`config.mk`:
```
export PLATFORM = sky130hd
export DESIGN_NAME = count_compare_capture_flat
export DESIGN_NICKNAME = d
export VERILOG_FILES = /design/src/rtl/count_compare_capture_if.sv /design/src/rtl/count_compare_capture.sv /design/src/flat_wrapper.sv
export SDC_FILE = /design/constraint.sdc
export NUM_CORES = 1
export LEC_CHECK = 0
export BUFFER_PORTS_ARGS = -buffer_cell sky130_fd_sc_hd__buf_2
export CORE_MARGIN = 4
export CORE_UTILIZATION = 50
export DETAILED_ROUTE_END_ITERATION = 10
export HOLD_SLACK_MARGIN = 0.1
export PLACE_DENSITY = 0.76
export SYNTH_ARGS = -nofsm -noshare
export SYNTH_HDL_FRONTEND = slang
export SYNTH_SLANG_ARGS = --single-unit
export TNS_END_PERCENT = 50
```
`constraint.sdc`:
```
create_clock -name clk -period 2 [get_ports clk]
set_clock_uncertainty 0.2 [all_clocks]
set_input_delay 0.2 -clock clk [delete_from_list [all_inputs] [get_ports clk]]
set_output_delay 0.2 -clock clk [all_outputs]
set_load 0.1 [all_outputs]
```
`src/rtl/count_compare_capture_if.sv`:
```
// count_compare_capture_if: bus between the compare/capture unit and its host
interface count_compare_capture_if #(parameter int WIDTH = 8);
  logic [WIDTH-1:0] count, cmp_wdata, cmp_val, cap_val;
  logic cap_in, cmp_wr, match_pulse, ovf_pulse, cap_pulse, pwm_out, irq;
  logic [3:0] flag_clr, irq_en, flags;
  modport master (
    output count, cap_in, cmp_wr, cmp_wdata, flag_clr, irq_en,
    input cmp_val, cap_val, match_pulse, ovf_pulse, cap_pulse, pwm_out, flags, irq
  );
  modport slave (
    input count, cap_in, cmp_wr, cmp_wdata, flag_clr, irq_en,
    output cmp_val, cap_val, match_pulse, ovf_pulse, cap_pulse, pwm_out, flags, irq
  );
endinterface

```
`src/rtl/count_compare_capture.sv`:
```
// count_compare_capture: timer compare/capture unit driven by an external free-running count
module count_compare_capture #(
  parameter int WIDTH = 8,
  parameter int SYNC_STAGES = 2
) (
  input logic clk,
  input logic rst,
  count_compare_capture_if.slave bus
);
  localparam logic [WIDTH-1:0] CMP_RST = WIDTH'(1) << (WIDTH - 1);
  logic [WIDTH-1:0] prev_count, shadow;
  logic [SYNC_STAGES-1:0] sync;
  logic cap_q, wrap, rise;
  always_comb begin
    wrap = prev_count == '1 && bus.count == '0;
    rise = sync[SYNC_STAGES-1] & ~cap_q;
  end
  always_ff @(posedge clk or posedge rst) begin
    if (rst) begin
      prev_count <= '0;
      shadow <= CMP_RST;
      bus.cmp_val <= CMP_RST;
      bus.cap_val <= '0;
      sync <= '0;
      cap_q <= 1'b0;
      bus.match_pulse <= 1'b0;
      bus.ovf_pulse <= 1'b0;
      bus.cap_pulse <= 1'b0;
      bus.pwm_out <= 1'b0;
      bus.flags <= '0;
      bus.irq <= 1'b0;
    end else begin
      prev_count <= bus.count;
      if (bus.cmp_wr) shadow <= bus.cmp_wdata;
      // active compare reloads only at the wrap, taking the pre-write shadow
      if (wrap) bus.cmp_val <= shadow;
      sync <= {sync[SYNC_STAGES-2:0], bus.cap_in};
      cap_q <= sync[SYNC_STAGES-1];
      if (rise) bus.cap_val <= bus.count;
      bus.match_pulse <= bus.count == bus.cmp_val && prev_count != bus.cmp_val;
      bus.ovf_pulse <= wrap;
      bus.cap_pulse <= rise;
      bus.pwm_out <= bus.count < bus.cmp_val;
      bus.flags <= (bus.flags & ~bus.flag_clr) |
                   {bus.cap_pulse & bus.flags[2], bus.cap_pulse, bus.ovf_pulse, bus.match_pulse};
      bus.irq <= |(bus.flags & bus.irq_en);
    end
  end
endmodule

```
`src/flat_wrapper.sv`:
```
// flat-port wrapper written by rule: the top's interface ports become plain ports
module count_compare_capture_flat 
#(
  parameter int WIDTH = 8,
  parameter int SYNC_STAGES = 2
)
  (clk, rst, bus_count, bus_cap_in, bus_cmp_wr, bus_cmp_wdata, bus_flag_clr, bus_irq_en, bus_cmp_val, bus_cap_val, bus_match_pulse, bus_ovf_pulse, bus_cap_pulse, bus_pwm_out, bus_flags, bus_irq);
  count_compare_capture_if #(.WIDTH(WIDTH)) bus_i ();
  input logic clk;
  input logic rst;
  input wire logic [$bits(bus_i.count)-1:0] bus_count;
  input wire logic [$bits(bus_i.cap_in)-1:0] bus_cap_in;
  input wire logic [$bits(bus_i.cmp_wr)-1:0] bus_cmp_wr;
  input wire logic [$bits(bus_i.cmp_wdata)-1:0] bus_cmp_wdata;
  input wire logic [$bits(bus_i.flag_clr)-1:0] bus_flag_clr;
  input wire logic [$bits(bus_i.irq_en)-1:0] bus_irq_en;
  output wire logic [$bits(bus_i.cmp_val)-1:0] bus_cmp_val;
  output wire logic [$bits(bus_i.cap_val)-1:0] bus_cap_val;
  output wire logic [$bits(bus_i.match_pulse)-1:0] bus_match_pulse;
  output wire logic [$bits(bus_i.ovf_pulse)-1:0] bus_ovf_pulse;
  output wire logic [$bits(bus_i.cap_pulse)-1:0] bus_cap_pulse;
  output wire logic [$bits(bus_i.pwm_out)-1:0] bus_pwm_out;
  output wire logic [$bits(bus_i.flags)-1:0] bus_flags;
  output wire logic [$bits(bus_i.irq)-1:0] bus_irq;
  assign bus_i.count = bus_count;
  assign bus_i.cap_in = bus_cap_in;
  assign bus_i.cmp_wr = bus_cmp_wr;
  assign bus_i.cmp_wdata = bus_cmp_wdata;
  assign bus_i.flag_clr = bus_flag_clr;
  assign bus_i.irq_en = bus_irq_en;
  assign bus_cmp_val = bus_i.cmp_val;
  assign bus_cap_val = bus_i.cap_val;
  assign bus_match_pulse = bus_i.match_pulse;
  assign bus_ovf_pulse = bus_i.ovf_pulse;
  assign bus_cap_pulse = bus_i.cap_pulse;
  assign bus_pwm_out = bus_i.pwm_out;
  assign bus_flags = bus_i.flags;
  assign bus_irq = bus_i.irq;
  count_compare_capture #(.WIDTH(WIDTH), .SYNC_STAGES(SYNC_STAGES)) u_core (.clk(clk), .rst(rst), .bus(bus_i));
endmodule
```
==> results_dict.tcl, run 1 <==
set metrics [dict create \
    vias 1370 \
    fin_crit_ns 1.88 \
    syn_nets 167 \
    worst_pin_slew_ns 0.672 \
    clk_pin_slew_ns 0.12 \
    final_cell_mix "buf_2 (52), dlygate4sd3_1 (40), dfrtp_1 (36), mux2_2 (23), inv_1 (14)" \
    critPathCaptureType "flip-flop" \
    fin_setup_tns_ns 0 \
    die-area_mm2 0.00461 \
    p_int_uw 1330 \
    seq_area_frac_synth 0.615 \
    status "completed" \
    arrival_ns 1.91 \
    power.total_uw 1970 \
    max_freq_mhz 533 \
    p_sw_uw 645 \
    start_util 0.529 \
    swShare 0.326 \
    clk_latency_ns 0.35 \
    nFillCells 209 \
    mostFrequentLayoutCell "buf_2" \
    first_pass_iters 4 \
    synth_top_family_by_area "multiplexers" \
    tritoncts "built" \
    io_pins 53 \
    final_area_mm2 0.00262 \
    die_y_um 67.9 \
    rsz0062_at_grt "false" \
    clockBufferDepth 2 \
    die_w_um 67.9 \
    yosysWarnings 0 \
    placementRows 21 \
    synth.avg_cell_area_um2 13.7 \
    synthesis.area_mm2 0.00179 \
    grt_first_pass_wirelength_um 6690 \
    nets 266 \
    ys.flop_type "dfrtp_1" \
    critPathKind "input port to flip-flop" \
    muxShareOfSynthArea 0.144 \
    cts_root_buf "clkbuf_4" \
    placed_cell_area_mm2 0.00213 \
    clockPowerShare 0.241 \
    first_global_vias 1472 \
    syn2layout_area_growth_pct 46.3 \
    viasPerCell 4.95 \
    antenna_found_initial 0 \
    relSlewSlack 0.549 \
    synthesis.instances 131 \
    antenna_left 0 \
    pwr-share-seq 0.498 \
    period_share 0.938 \
    crit_path_start_kind "input port" \
    p_leak_uw 0.00127 \
    maxCapViolations 0 \
    avgRoutedWirePerCell_um 15.9 \
    drive_above_1_share 0.411 \
    comb_power_share 0.261 \
    cts.sinks 44 \
    ys_async_sr_fraction 1.00 \
    wirelength_um 4400 \
    synth_compound_area_frac 0.0454 \
    fin_ws_ns 0.123 \
    synth_edf_count 0 \
    drc 0 \
    powerDensity_mw_per_mm2 753 \
    antenna-diode-count 0 \
    htreeDepth 2 \
    grt_max_degree 28 \
    worstPathRequired_ns 2.04 \
    final_cells 277 \
    drv_slew 0 \
    ys_ff_latch 44 \
    drt_iter0_drc 45 \
    yosysUniqueCellTypes 21 \
    synth-xor-area-share 0.0391 \
    finalSetupViolations 0 \
    dp_cells 228 \
    gr-total-overflow 0 \
    grt_usage 0.203 \
    yosys.area_share.adder 0.0558 \
    post-dp-hpwl_um 2740 \
    numCtsBuffers 5 \
    worstPathMaxFanout 9 \
    min_path_type "input port to flip-flop" \
    vdd_drop_max_v 0.000822 \
    place_congestion 0.897 \
    hold_viol 0 \
    yosys.area_share.simple 0.0642 \
    preCtsSetupSlack_ns 0.0958 \
    portBuffers 52 \
    core_mm2 0.00339 \
]
cell usage after synthesis (all sizes together) (3+ instances only):
library cell	instances	share of area
dfrtp	42	0.59
mux2	23	0.14
inv	15	0.031
ha	8	0.056
xnor2	8	0.039
nand2	5	0.010
a21o	4	0.017
nand4	4	0.014
nor2	3	0.0063
o21ai	3	0.0084
power by group through the flow:
stage | clock [µW] | sequential (µW) | combinational (µW)
2_1_floorplan | 0 | 1230 | 89.7
3_3_place_gp | 0 | 995 | 411
3_5_place_dp | 0 | 998 | 420
4_1_cts | 486 | 980 | 499
5_1_grt | 529 | 991 | 543
6_report | 475 | 983 | 516
through the flow:
step	hold WS [ns]	utilization
after global routing	0.141	0.774
after detailed placement	0.0435	0.629
after floorplan	0.0314	-
after CTS	-0.217	0.749
final	0.129	0.774
after global placement	0.0278	0.629
per-layer routing:
metal,GRT usage,wire [µm],share of wire
met1,0.232,1730,0.39
met2,0.363,2350,0.53
met3,0.0394,276,0.063
met4,0.0968,49,0.011
met5,0,0,0
path summary, 6_finish.rpt:
kind / slack [ns] / end / cells past startpoint / start
max reg2reg: 0.14 / u_core.bus.cap_val[3] / 3 / u_core.sync[1]
min reg2reg: 0.16 / u_core.sync[1] / 0 / u_core.sync[0]
max: 0.12 / u_core.bus.cmp_val[2] / 7 / bus_count[1]
min: 0.13 / u_core.bus.ovf_pulse / 5 / bus_count[3]
min in group asynchronous: 0.22 / u_core.shadow[6] / 3 / rst
max in group asynchronous: 0.88 / u_core.prev_count[4] / 4 / rst
registers in the layout (all words and copies together) (netlist names), 2 cells and up:
register	cells
u_core.bus.cmp_val	8
u_core.bus.flags	4
u_core.bus.cap_val	8
u_core.sync	2
u_core.prev_count	8
u_core.shadow	8
timing repair:
item,4_1_cts,5_1_grt
buffers inserted,0,1
gates resized for setup,0,1
hold buffers,34,6
endpoints found under the setup margin,0,14
hold endpoints to repair,76,6
layout make-up:
type	count	area [µm²]	share of cell area
Clock buffer	8	68.8	0.0262
Inverter	15	56.3	0.0215
Multi-Input combinational cell	70	628	0.240
Sequential cell	44	1110	0.424
Tap cell	46	57.6	0.0219
Timing Repair Buffer	94	701	0.267
cell families (layout without fill, tap and decap cells):
family	count (synthesis)	count (layout)
xor gates and xnor gates	8	8
AOI/OAI and AO/OA	12	12
and+or+nand+nor	19	19
buffers and inverters	17	117
adders and majority gates	8	8
DFF	44	44
muxes	23	23
critical path, cell delays in order:
cell           delay (ns)
dlygate4sd3_1        0.53
buf_2                0.16
nor4b_2              0.26
nand2_1              0.11
nor3_4               0.17
buf_12               0.15
mux2_2               0.33
(Power assumes the default switching activity.)
==> run 2: changes to the inputs <==
- PLACE_DENSITY: 0.76 -> 0.78
==> run 2 against run 1 <==
Compared with the run above: critical path depth unchanged; first-iteration DRC count increased by 36%; clock power increased by 12%; final cell count decreased by 1.8%; sequential share of layout area increased by 0.70 points; routed wire length decreased by 10%; non-clock buffer count decreased by 5; final area decreased by 1.6%; count of clock-buffer cells in the layout decreased by 2; utilization decreased by 1.3 points.
==> results_dict.tcl, run 2 (synthesis gave the netlist of run 1 again) <==
set metrics [dict create \
    wirelength_um 3960 \
    nFillCells 213 \
    fin_crit_ns 1.94 \
    first_global_vias 1423 \
    r2r_cells 3 \
    nets 261 \
    path_cells "dlygate4sd3_1, buf_2, nor4_1, nand2_1, nor3_4, buf_12, mux2_2" \
    critPathCaptureType "flip-flop" \
    preCtsSetupSlack_ns 0.118 \
    drt_iter0_drc 61 \
    mostFrequentLayoutCell "buf_2" \
    final_cell_mix "buf_2 (52), dfrtp_1 (36), dlygate4sd3_1 (35), mux2_2 (23), inv_1 (14)" \
    final_cells 272 \
    fin_setup_tns_ns 0 \
    die_w_um 67.9 \
    clockBufferDepth 2 \
    finalSetupViolations 0 \
    rsz0062_at_grt "false" \
    avgRoutedWirePerCell_um 14.6 \
    antenna_left 0 \
    worst_pin_slew_ns 0.662 \
    grt_max_degree 28 \
    crit_path_start_kind "input port" \
    antenna_found_initial 0 \
    maxCapViolations 0 \
    max_freq_mhz 517 \
    status "completed" \
    clk_pin_slew_ns 0.12 \
    rr_endpoint "u_core.bus.cap_val[4]" \
    dp_cells 228 \
    worstHoldPathCells 0 \
    arrival_ns 1.98 \
    p_sw_uw 636 \
    htreeDepth 2 \
    syn2layout_area_growth_pct 43.9 \
    start_util 0.529 \
    regToRegStartpoint "u_core.sync[1]" \
    core_mm2 0.00339 \
    clockPowerShare 0.266 \
    worstPathMaxFanout 9 \
    hold_viol 0 \
    grt_usage 0.196 \
    p_leak_uw 0.00125 \
    p_int_uw 1370 \
    vdd_drop_max_v 0.000523 \
    post-dp-hpwl_um 2830 \
    die_y_um 67.9 \
    fin_ws_ns 0.0644 \
    drc 0 \
    cp_slowest_cell "dlygate4sd3_1" \
    die-area_mm2 0.00461 \
    placementRows 21 \
    powerDensity_mw_per_mm2 776 \
    io_pins 53 \
    portBuffers 52 \
    swShare 0.318 \
    pwr-share-seq 0.491 \
    clk_latency_ns 0.35 \
    antenna-diode-count 0 \
    cts_root_buf "clkbuf_4" \
    regToRegSetupSlack_ns 0.17 \
    comb_power_share 0.243 \
    cts.sinks 44 \
    min_path_type "flip-flop to flip-flop" \
    grt_first_pass_wirelength_um 6490 \
    numCtsBuffers 5 \
    relSlewSlack 0.556 \
    drive_above_1_share 0.420 \
    slowest_delay_ns 0.53 \
    first_pass_iters 6 \
    gr-total-overflow 0 \
    holdPathEnd "u_core.sync[1]" \
    drv_slew 0 \
    place_congestion 0.933 \
    period_share 0.968 \
    placed_cell_area_mm2 0.00213 \
    viasPerCell 4.90 \
    final_area_mm2 0.00258 \
    vias 1334 \
    worstPathRequired_ns 2.04 \
    hold_path.startpoint "u_core.sync[0]" \
    tritoncts "built" \
    critPathKind "input port to flip-flop" \
]
[run 2: layout make-up]
class | count | area (µm²) | area share
inverter | 15 | 56.3 | 0.0218
timing repair buffer | 89 | 651 | 0.252
tap | 46 | 57.6 | 0.0223
multi-input combinational | 70 | 628 | 0.243
clock buffer | 6 | 41.3 | 0.0160
sequential | 44 | 1110 | 0.431
clock inverter | 2 | 35.0 | 0.0136
[run 2: through the flow]
stage	util	power (µW)	hold slack [ns]
after global routing	0.761	2090	0.175
after detailed placement	0.629	1420	0.0379
after global placement	0.629	1410	0.0236
final	0.761	2000	0.172
after floorplan	-	1320	0.0314
after CTS	0.740	2010	-0.220
[run 2: critical path, delay by kind of cell]
| family | cells | cell delay, ns |
|---|---|---|
| buffers and inverters | 3 | 0.84 |
| and+or+nand+nor | 3 | 0.62 |
| muxes | 1 | 0.33 |
[run 2: power groups by stage]
| stage | logic [µW] | clock network [µW] | registers (µW) |
|---|---|---|---|
| finish | 486 | 533 | 983 |
| global route | 517 | 583 | 992 |
| CTS | 480 | 546 | 982 |
| detailed placement | 420 | 0 | 999 |
| global placement | 411 | 0 | 995 |
| floorplan | 89.7 | 0 | 1230 |
[run 2: worst max-delay path by stage]
stage,slack [ns],endpoint,cells after the start,from
after floorplan,0.06,u_core.bus.pwm_out,5,u_core.bus.cmp_val[7]
after CTS,0.01,u_core.bus.cap_val[4],3,u_core.sync[1]
after global routing,0.04,u_core.bus.cmp_val[0],7,bus_count[1]
after detailed placement,0.12,u_core.bus.cmp_val[2],5,bus_count[3]
after global placement,0.17,u_core.bus.cmp_val[6],5,bus_count[1]
final,0.06,u_core.bus.cmp_val[0],7,bus_count[3]
[run 2: metal layers]
layer / track usage / part of all wire / vias to the layer above
met2: 0.328 / 0.52 / 46
li1: - / - / 637
met3: 0.0575 / 0.074 / 7
met4: 0.0968 / 0.016 / 0
met5: 0 / 0 / -
met1: 0.231 / 0.39 / 644
[run 2: what timing repair did]
action	in CTS	in global routing
gates resized for setup	0	1
endpoints found under the setup margin	0	9
setup buffers	0	1
hold endpoints to repair	76	9
hold buffers	30	5
